--- config.mk ---
export PLATFORM = sky130hd
export DESIGN_NAME = buton_debounce
export DESIGN_NICKNAME = d
export VERILOG_FILES = /design/src/rtl/buton_debounce_pkg.sv /design/src/rtl/buton_debounce_sync_2ff.sv /design/src/rtl/buton_debounce.sv
export SDC_FILE = /design/constraint.sdc
export NUM_CORES = 1
export LEC_CHECK = 0
export ABC_AREA = 1
export CAP_MARGIN = 20
export CORE_MARGIN = 1.5
export CORE_UTILIZATION = 55
export DETAILED_ROUTE_END_ITERATION = 6
export GPL_TIMING_DRIVEN = 0
export PLACE_DENSITY = 0.82
export SLEW_MARGIN = 5
export SYNTH_ARGS = -nofsm -noshare
export SYNTH_HDL_FRONTEND = slang
export SYNTH_SLANG_ARGS = --single-unit
--- constraint.sdc ---
create_clock -name clk -period 2.2 [get_ports clk]
set_input_delay 0.44 -clock clk [delete_from_list [all_inputs] [get_ports clk]]
set_output_delay 0.44 -clock clk [all_outputs]
set_load 0.03 [all_outputs]
--- src/rtl/buton_debounce_pkg.sv ---
// Shared types and constants for the push-button conditioning path.
package buton_debounce_pkg;

  typedef enum logic [1:0] {
    IDLE         = 2'd0,
    PRESS_WAIT   = 2'd1,
    PRESSED      = 2'd2,
    RELEASE_WAIT = 2'd3
  } deb_state_t;

  // System clock frequency, shared with the traffic-light clock divider.
  localparam int CLK_FREQ_HZ = 12000000;

endpackage

--- src/rtl/buton_debounce_sync_2ff.sv ---
// Generic two-flop synchroniser for asynchronous pad inputs.
// Resets asynchronously (active-low) to RST_VAL so idle pads read inactive.
module sync_2ff #(
  parameter int               WIDTH   = 1,
  parameter logic [WIDTH-1:0] RST_VAL = '1
) (
  input  logic             clk,
  input  logic             rst,
  input  logic [WIDTH-1:0] d,
  output logic [WIDTH-1:0] q
);

  logic [WIDTH-1:0] r_meta;
  logic [WIDTH-1:0] r_sync;

  always_ff @(posedge clk or negedge rst) begin
    if (!rst) begin
      r_meta <= RST_VAL;
      r_sync <= RST_VAL;
    end else begin
      r_meta <= d;
      r_sync <= r_meta;
    end
  end

  assign q = r_sync;

endmodule

--- src/rtl/buton_debounce.sv ---
// Pedestrian button conditioner: sync, debounce FSM, held active-low request.
// Long-press detection is built only when LONG_PRESS_EN is defined.
module buton_debounce
  import buton_debounce_pkg::*;
#(
  parameter int DEBOUNCE_CYCLES = 240000,
  parameter int HOLD_CYCLES     = 24000000
) (
  input  logic clk,
  input  logic rst,
  input  logic buton_raw,
  input  logic ack,
  output logic buton,
  output logic press_pulse,
  output logic long_press,
  output logic pressed
);

  localparam int MAX_CYCLES = (HOLD_CYCLES > DEBOUNCE_CYCLES) ? HOLD_CYCLES : DEBOUNCE_CYCLES;
  localparam int CW         = (MAX_CYCLES > 2) ? $clog2(MAX_CYCLES) : 1;
  localparam logic [CW-1:0] C_DEB_LAST = CW'(DEBOUNCE_CYCLES - 1);

  logic       w_s;
  logic       w_press_evt;
  deb_state_t r_state;
  logic [CW-1:0] r_cnt;
  logic       r_press_pulse;
  logic       r_pressed;
  logic       r_req;

  sync_2ff #(
    .WIDTH   (1),
    .RST_VAL (1'b1)
  ) u_sync (
    .clk (clk),
    .rst (rst),
    .d   (buton_raw),
    .q   (w_s)
  );

  assign w_press_evt = (r_state == PRESS_WAIT) && !w_s && (r_cnt == C_DEB_LAST);

  always_ff @(posedge clk or negedge rst) begin
    if (!rst) begin
      r_state       <= IDLE;
      r_cnt         <= '0;
      r_press_pulse <= 1'b0;
      r_pressed     <= 1'b0;
    end else begin
      r_press_pulse <= 1'b0;
      case (r_state)
        IDLE: begin
          if (!w_s) begin
            r_state <= PRESS_WAIT;
            r_cnt   <= '0;
          end
        end
        PRESS_WAIT: begin
          if (w_s) begin
            r_state <= IDLE;
            r_cnt   <= '0;
          end else if (r_cnt == C_DEB_LAST) begin
            r_state       <= PRESSED;
            r_cnt         <= '0;
            r_press_pulse <= 1'b1;
            r_pressed     <= 1'b1;
          end else begin
            r_cnt <= r_cnt + 1'b1;
          end
        end
        PRESSED: begin
          if (w_s) begin
            r_state <= RELEASE_WAIT;
            r_cnt   <= '0;
          end
        end
        RELEASE_WAIT: begin
          if (!w_s) begin
            r_state <= PRESSED;
            r_cnt   <= '0;
          end else if (r_cnt == C_DEB_LAST) begin
            r_state   <= IDLE;
            r_cnt     <= '0;
            r_pressed <= 1'b0;
          end else begin
            r_cnt <= r_cnt + 1'b1;
          end
        end
        default: begin
          r_state <= IDLE;
          r_cnt   <= '0;
        end
      endcase
    end
  end

  // Set covers both the accept edge and the pulse cycle, so an ack coinciding
  // with press_pulse can never swallow the new press.
  always_ff @(posedge clk or negedge rst) begin
    if (!rst) begin
      r_req <= 1'b0;
    end else begin
      r_req <= w_press_evt | r_press_pulse | (r_req & ~ack);
    end
  end

`ifdef LONG_PRESS_EN
  localparam logic [CW-1:0] C_HOLD_LAST = CW'(HOLD_CYCLES - 1);

  logic          w_release_evt;
  logic [CW-1:0] r_hold_cnt;
  logic          r_long_done;
  logic          r_long_press;

  assign w_release_evt = (r_state == RELEASE_WAIT) && w_s && (r_cnt == C_DEB_LAST);

  // Counts only while settled in PRESSED; bounce time in RELEASE_WAIT is not credited.
  always_ff @(posedge clk or negedge rst) begin
    if (!rst) begin
      r_hold_cnt   <= '0;
      r_long_done  <= 1'b0;
      r_long_press <= 1'b0;
    end else begin
      r_long_press <= 1'b0;
      if (w_release_evt) begin
        r_hold_cnt  <= '0;
        r_long_done <= 1'b0;
      end else if (r_state == PRESSED) begin
        if (r_hold_cnt == C_HOLD_LAST) begin
          if (!r_long_done) begin
            r_long_press <= 1'b1;
            r_long_done  <= 1'b1;
          end
        end else begin
          r_hold_cnt <= r_hold_cnt + 1'b1;
        end
      end
    end
  end

  assign long_press = r_long_press;
`else
  assign long_press = 1'b0;
`endif

  assign buton       = ~r_req;
  assign press_pulse = r_press_pulse;
  assign pressed     = r_pressed;

endmodule

== Yosys cells after proc, flatten, opt, wreduce, memory -nomap -nowiden ==
Index checks and enable logic that the tools add are counted.
Word-level totals
  logic and storage cells: 54
  output and inout port bits: 4
  bits in read-only memories: 0
  latch bits: 0
  bits of input ports: 4
  bits in registers: 32
  memories kept: 0
  bits in writable memories: 0
Operators by class
  order comparisons: 0
  reduce and logical (&&, ||, !) cells: 8
  shift-type cells: 0
  equal/unequal tests: 12
  div/mod/pow operators: 0
  $add $sub $neg: 1
  bitwise logic cells: 5
  multiplexer cells: 21
  multiply operators: 0
Operators with widths (number)
  $mux 25: 5
  $pmux 25 s4: 1
  $add 25x1->25 const B: 1
  $eq 25x18->1 const B: 1
  $mux 2: 6
  $pmux 2 s4: 1
  $mux 1: 7
  $ne 2x1->1 const B: 3
  $ne 2x2->1 const B: 3
  $reduce_and 5->1: 1
  $eq 2x2->1 const B: 2
  $reduce_and 4->1: 1
  $ne 3x1->1 const B: 1
  $ne 3x3->1 const B: 1
  $eq 2x1->1 const B: 1
  $logic_and 1x1->1: 2
  $logic_not 2->1: 1
  $not 1->1: 2
  $or 1x1->1: 2
  $pmux 1 s2: 1
  $reduce_and 2->1: 1
  $reduce_bool 2->1: 1
  $and 1x1->1: 1
  $logic_not 1->1: 1

== Logic depth before layout (Yosys ltp) ==
Gate-level depths: netlist (run 1).
  depth after elaboration: 5
  depth in mapped cells: 11
  gate-level depth less buffers: 10

== By module ==
From an unflattened synthesis (run 1), not the netlist that was laid out.
Unflattened totals
  cells, all modules: 266
  area, all modules: 1909.3 sq um
By module, submodules not included
  buton_debounce: cells each 264, instances 1, area each 1856.8 sq um
  sync_2ff: cells each 2, instances 1, area each 52.6 sq um

== Worst setup path before layout (run 1) ==
No wires, ideal clock.
  path type: reg-to-reg
  from: register r_cnt[0]
  to: register r_cnt[23]
  arrival: 1.464 ns
  cell stages (with the launch flop): 12
  slack: 0.618 ns
  period minus slack after synthesis: 1.582 ns
  path through: dfrtp_1 ha_1 nand2_2 nor2_4 nand2_2 nor2_2 inv_1 nor2_2 nor2_2 buf_6 nand3_1 nand2_1
Between the ends
  longest elaborated chain between the ends: 4
  elaborated cells between the ends (all ways): 6
RTL lines
  start: declaration: RTL line buton_debounce.sv:26  | logic [CW-1:0] r_cnt;
  start signal: assignment: RTL line buton_debounce.sv:68  | r_cnt <= r_cnt + 1'b1;
  start signal: assignment: RTL line buton_debounce.sv:86  | r_cnt <= r_cnt + 1'b1;
  $add 25x1->25 or $eq 25x18->1 (tied branches)
  $mux 25 (*): RTL line buton_debounce.sv:62, buton_debounce.sv:81
  $mux 25, on equally long branches: RTL line buton_debounce.sv:78, buton_debounce.sv:59
  $pmux 25 s4 (*): RTL line buton_debounce.sv:51  | case (r_state)
Mark *: on every way between the ends. The rest lies on a longest branch, timed or not.
A chain may end at the register's enable or synchronous reset.

== Final worst setup path (run 1) ==
  from: register r_cnt[0]
  to: register r_cnt[16]
Same word-level chain as after synthesis.

==> summary.txt, run 1 <==
GRT
  • Grt total ovfl: 0
  • First-pass GRT wire length: 7452 um
  • All-Layer GR Usage: 24.36%
  • GR Util met3: 3.929%
  • GR Util met2: 38.03%
  • Via count of the first global-routing pass: 1695
  • Initial antenna violation count: 0
  • Largest net degree at the start of global routing: 33
  • Met1 usage in global routing: 32.01%
  • Most used routing layer: met2

Detailed routing
  • Per-cell routed wire length: 12.37 um
  • Routed wire length: 4206 um
  • Drt first pass iters: 7
  • Residual DRC count: 0
  • Initial drt markers: 135
  • Detail-routed via count per cell: 5.291
  • Post-DRT Antenna Nets: 0
  • Vias post-DR: 1799

Yosys
  • Yosys warns: 0
  • Compound-Gate Fraction of Synth Area: 5.101%
  • Post-synth top area cell: dfrtp_1
  • Synthesis-stage register bit count: 32
  • Post-Synth Adder-Cell Area: 0.6297%
  • Top cell type's share of synthesized area: 37.78%
  • Unique cell type count in the Yosys netlist: 28
  • Post-synth EDFFs: 0
  • Synth Instances: 280
  • Syn Std Cell Area: 0.001987 mm^2
  • Count leader, synth: nand2_1
  • Post-synthesis xor/xnor area fraction: 3.526%
  • Register area share after synthesis: 40.43%
  • Post-synth net total: 285
  • Post-synthesis mux area share: 0%
  • Area contributors post-synth: dfrtp_1 (38%), nand2_1 (17%), nand3_1 (7.3%)
  • Post-synth ARST share: 100.0%
  • Simple-Gate Fraction of Synth Area: 41.50%
  • Top cells by count, synth: nand2_1 (88), inv_1 (33), dfrtp_1 (30)
  • Main combinational cell family by area after synthesis: simple AND/OR/NAND/NOR gates
  • Syn_area_per_cell: 7.096 um^2
  • Ys flop type: dfrtp_1

Setup path
  • Worst EP arrival: 2.15 ns
  • Crit end category: flip-flop
  • Reg2reg path depth: 11
  • Critical path, cell by cell: ha_1, nand2_2, nor2_4, nand2_2, nor2_2, inv_1, nor2_2, nor2_2, buf_6, nand3_1, nand2_1
  • CP max stage delay: 0.51 ns
  • Crit-path max FO: 10
  • R2r setup slk: 0.28 ns
  • Critical path class: flip-flop to flip-flop
  • Critical path's most frequent cell: nor2_2
  • FF-to-FF End: r_cnt[16]
  • CP required: 2.43 ns
  • RR Startpoint: r_cnt[0]
  • Worst setup SP type: flip-flop
  • Slowest CP cell: dfrtp_1

Clocking
  • Clk buf depth: 2
  • # resized after CTS: 0
  • Clk pin slew, worst setup/hold paths: 0.11 ns
  • Clk_lat worst skew: 0.35 ns
  • H-Tree Depth: 2
  • CTS sink cnt: 32
  • Hold Buf Count CTS: 0
  • Clk root buf: clkbuf_4
  • Post-CTS Setup Bufs: 0
  • Clock tree from TritonCTS: built
  • TritonCTS buffer count: 5

Timing
  • Slew Limit Fails: 0
  • Clock Skew: 0.01794 ns
  • TNS Setup: 0 ns
  • Fin crit share: 87.10%
  • Period minus WS final: 1.916 ns
  • Unrepaired setup endpoints after global routing: false
  • Slew @ Worst Pin: 0.6780 ns
  • Final Setup Violations: 0
  • Max Clk Rate: 521.9 MHz
  • Slew HR: 54.80%
  • Fin. Hold Viols: 0

Power and ir drop
  • Maximum vdd drop: 561.4 uV
  • P_leak: 1.007 nW
  • Total power per unit cell area: 676.7 mW/mm^2

Placement
  • Port Buf Inserts: 6
  • Gpl congestion: 0.8504
  • HPWL after DPL: 3137 um
  • Area after DPL: 0.002100 mm^2

Finish
  • Nets: 298
  • Final instance area: 0.002168 mm^2
  • Share of cells above drive strength 1: 11.22%
  • Antenna diodes: 0
  • P&R area growth vs syn: 9.131%

Die
  • Site Rows: 21
  • I/O Pins: 8
  • Core ar.: 0.003390 mm^2
  • Initial cell density of the core: 58.62%
  • Die height: 63.11 um
  • Die Wd: 63.11 um
  • Die area: 0.003982 mm^2

Flow run
  • Maximum capacitance violations: 0

Outcome
  • Status: completed

Min path
  • HP Class: input port to async pin
[worst max-delay path by stage]
stage / startpoint / end
after floorplan: r_cnt[0] / r_cnt[23]
after global placement: rst / r_cnt[24]
after detailed placement: r_cnt[0] / r_cnt[16]
after CTS: r_cnt[0] / r_cnt[16]
after global routing: r_cnt[0] / r_cnt[7]
final: r_cnt[0] / r_cnt[16]
[per-stage QoR]
stage,power (mW),setup slack [ns],std cells,hold slack (ns),util [%]
2_1_floorplan,0.9545,0.6185,280,0.1444,-
3_3_place_gp,1.081,0.09085,332,0.3488,62.09
3_5_place_dp,1.087,0.3061,332,0.3498,61.94
4_1_cts,1.483,0.2809,340,0.1255,63.97
5_1_grt,1.564,0.1002,340,0.1704,63.97
6_report,1.467,0.2839,340,0.1154,63.97
[where the power goes]
group	internal (mW)	leakage [nW]	switching [mW]
Combinational	0.117	0.534	0.281
Clock	0.188	0.0386	0.200
Sequential	0.629	0.435	0.0530
[final cells by class]
| cell class | instances | area, um^2 |
|---|---|---|
| Buffer | 6 | 43.79 |
| Clock buffer | 8 | 68.82 |
| Fill cell | 302 | 1221 |
| Inverter | 34 | 127.6 |
| Multi-Input combinational cell | 208 | 1012 |
| Sequential cell | 32 | 803.3 |
| Tap cell | 46 | 57.56 |
| Timing Repair Buffer | 6 | 55.05 |
[per-layer routing]
layer / vias to the layer above / share of wire, %
met1: 816 / 46
met3: 4 / 7.3
met4: 0 / 1.1
met2: 52 / 46
met5: - / 0
li1: 927 / -
[kinds of logic after synthesis]
| kind of cell | count (synthesis) |
|---|---|
| and+or+nand+nor | 180 |
| other | 1 |
| xor gates and xnor gates | 8 |
| DFF | 32 |
| adders and majority gates | 1 |
| AOI/OAI and AO/OA | 18 |
| buffers and inverters | 40 |
[cell usage in the layout, fill, tap and decap left out, drive strengths merged]
cell type / count
xnor2: 1
ha: 1
or2: 2
o22ai: 5
buf: 6
clkbuf: 9
nor2: 36
nand3: 31
nand2: 92
dfstp: 2
conb: 1
nand4: 15
a21o: 1
inv: 34
o211ai: 1
o21ai: 8
a21oi: 3
dfrtp: 30
clkdlybuf4s50: 5
xor2: 7
nor3: 4
[critical path: cells and delay by family (launching register included)]
kind          cells  cell delay [ns]
simple gates      8             0.77
fa+ha+maj         1             0.30
buf+inv           2             0.22
flops             1             0.51
[registers in the layout (all words and copies together), names as in the netlist, named ones only]
register       count
press_pulse        1
pressed            1
r_cnt             25
r_req              1
r_state            1
u_sync.q           1
u_sync.r_meta      1
Power figures use the tool's default switching activity.
==> run 2, diff against run 1 <==
ABC_CLOCK_PERIOD_IN_PS = 2200   (was not set)
==> results of run 2 <==
No change in the layout: final DEF, timing and power equal those of run 1.
==> run 3, diff against run 2 <==
CORE_UTILIZATION = 30   (was 55)
PLACE_DENSITY = 0.54   (was 0.82)
==> run 3 against run 2 <==
Utilization decreased by 29 points. Hold slack better by 0.085 ns. Clock skew down 0.0059 ns. Sequential share of layout area shrank 1.3 points. Wire length grew 11%. First-iteration DRC count down 24%. Largest power group unchanged. Flip-flop and latch count stayed put.
==> summary.txt, run 3 (synthesis gave the netlist of run 1 again) <==
Finish
  • P&R area growth vs syn: 13.22%
  • Antenna diodes: 0 (unchanged)
  • Final core occ: 35.23% (-29 points)
  • Share of cells above drive strength 1: 11.56% (+0.34 points)
  • Nets: 298 (unchanged)
  • Final Non-Filler Cells: 371 (+9.1%)
  • Most flops, register: r_cnt
  • Leading cell type in the layout, fill and taps excluded: nand2_1
  • Most used cells in the layout excluding fill and tap cells: nand2_1 (88), inv_1 (33), dfrtp_1 (30)
  • Final instance area: 0.002250 mm^2 (+3.8%)
  • Number of flip-flops in the largest register: 25 (unchanged)

Die
  • Die area: 0.007120 mm^2 (+79%)
  • Die Wd: 84.38 um (+34%)
  • I/O Pins: 8 (unchanged)
  • Core ar.: 0.006386 mm^2 (+88%)
  • Die height: 84.38 um (+34%)
  • Initial cell density of the core: 31.11% (-28 points)
  • Site Rows: 29 (+38%)

Flow run
  • Maximum capacitance violations: 0 (unchanged)

GRT
  • Via count of the first global-routing pass: 1711 (+0.94%)
  • Largest net degree at the start of global routing: 33 (unchanged)
  • All-Layer GR Usage: 14.57% (-9.8 points)
  • Grt total ovfl: 0 (unchanged)
  • First-pass GRT wire length: 8204 um (+10%)
  • Initial antenna violation count: 0 (unchanged)

Power and ir drop
  • Register share of total power: 41.0% (-5.5 points)
  • Total power per unit cell area: 740.4 mW/mm^2 (+9.4%)
  • Combinational Power Share: 24.5% (-2.6 points)
  • Clock power share: 34.5% (+8.1 points)
  • P_leak: 1.023 nW (+1.5%)
  • Switching Power: 584.1 uW (+9.5%)
  • Internal: 1.081 mW (+16%)
  • Maximum vdd drop: 522.6 uV (-6.9%)
  • Switch share: 35.07% (-1.3 points)

Setup path
  • Worst EP arrival: 2.13 ns (-0.02 ns)
  • Crit-path leading delay family: simple AND/OR/NAND/NOR gates
  • Critical path, cell by cell: ha_1, nand2_2, nor2_4, nand2_2, nor2_2, inv_1, nor2_2, nor2_2, buf_6, nand3_1, nand2_1
  • Crit-path max FO: 10 (unchanged)
  • CP required: 2.38 ns (-0.05 ns)
  • Worst setup SP type: flip-flop
  • Bufs and invs on worst path: 2 (unchanged)
  • Critical path's most frequent cell: nor2_2
  • CP max stage delay: 0.52 ns (about the same)
  • Critical path class: flip-flop to flip-flop
  • Slowest CP cell: dfrtp_1
  • Crit end category: flip-flop

Clocking
  • Clk root buf: clkbuf_8
  • Clk pin slew, worst setup/hold paths: 0.08 ns (-0.03 ns)
  • Clk_lat worst skew: 0.30 ns (-0.05 ns)
  • Clock tree from TritonCTS: built
  • # resized after CTS: 0 (unchanged)
  • H-Tree Depth: 2 (unchanged)
  • CTS sink cnt: 32 (unchanged)
  • Clk buf depth: 2 (unchanged)
  • TritonCTS buffer count: 5 (unchanged)
  • Hold Buf Count CTS: 0 (unchanged)
  • Post-CTS Setup Bufs: 0 (unchanged)

Placement
  • Placed cells: 363 (+9.3%)
  • Gpl congestion: 0.8483 (-0.25%)
  • HPWL after DPL: 3461 um (+10%)
  • Area after DPL: 0.002138 mm^2 (+1.8%)
  • Port Buf Inserts: 6 (unchanged)

Timing
  • Max Clk Rate: 512.5 MHz (-1.8%)
  • TNS Setup: 0 ns (unchanged)
  • Period minus WS final: 1.951 ns (+0.03524 ns)
  • Slew HR: 51.01% (-3.8 points)
  • Hold_ws: 0.2006 ns (+0.08526 ns)
  • Unrepaired setup endpoints after global routing: false
  • Fin. Hold Viols: 0 (unchanged)
  • Slew Limit Fails: 0 (unchanged)
  • Slew @ Worst Pin: 0.7349 ns (+0.05694 ns)
  • Final Setup Violations: 0 (unchanged)
  • Clock Skew: 0.01208 ns (-0.005862 ns)
  • Fin crit share: 88.70% (+1.6 points)

Detailed routing
  • Routed wire length: 4677 um (+11%)
  • Vias post-DR: 1748 (-2.8%)
  • Drt first pass iters: 4 (-3)
  • Initial drt markers: 103 (-24%)
  • Post-DRT Antenna Nets: 0 (unchanged)
  • Residual DRC count: 0 (unchanged)
  • Per-cell routed wire length: 12.61 um (+1.9%)
  • Detail-routed via count per cell: 4.712 (-11%)

Outcome
  • Status: completed

Min path
  • HP Class: input port to async pin
==> run 3: changes by cell type in the layout (fill, tap and decap cells not counted) <==
cell	delta
clkbuf_4	-5
clkinvlp_4	+1
clkbuf_1	-1
clkinv_2	+1
clkbuf_8	+3
bufinv_16	+1
==> run 3: path summary, 6_finish.rpt <==
path	startpoint	to	slack, ns	cells after the start
worst max-delay path	r_cnt[0]	r_cnt[23]	0.25	11
worst min-delay path	rst	r_req	0.20	1
worst max register to register	r_cnt[0]	r_cnt[23]	0.25	11
worst min register to register	u_sync.r_meta	u_sync.q	0.36	0
max in group asynchronous	rst	r_cnt[17]	1.53	1
min in group clk	u_sync.r_meta	u_sync.q	0.36	0
==> run 3: stage by stage <==
step           worst slack [ns]  total power [mW]
6_report                 0.2487             1.666
3_3_place_gp           -0.04355             1.107
2_1_floorplan            0.6185            0.9545
3_5_place_dp             0.2366             1.107
5_1_grt                 0.07255             1.757
4_1_cts                  0.2244             1.691
==> run 3: power groups by stage <==
| stage | registers [mW] | clock network [mW] | logic [mW] |
|---|---|---|---|
| CTS | 0.683 | 0.596 | 0.412 |
| detailed placement | 0.694 | 0 | 0.412 |
| global placement | 0.693 | 0 | 0.415 |
| global route | 0.691 | 0.616 | 0.450 |
| floorplan | 0.680 | 0 | 0.275 |
| finish | 0.683 | 0.575 | 0.408 |
==> run 3: cell type report <==
| type | count | area, um^2 |
|---|---|---|
| plain buffers | 6 | 43.79 |
| well taps | 77 | 96.34 |
| clock buffers | 5 | 68.82 |
| repair buffers | 6 | 55.05 |
| flip-flops and latches | 32 | 803.3 |
| clock inverters | 3 | 42.54 |
| fillers | 692 | 4136 |
| inverters | 34 | 127.6 |
| multi-input cells | 208 | 1012 |
==> run 3: layer usage <==
metal  global-route usage [%]  vias to the layer above  routed length [um]
li1                         -                      917                   -
met1                    20.32                      796                2388
met2                    22.62                       28                2055
met3                    2.655                        7                 153
met4                    5.425                        0                  80
met5                        0                        -                   0
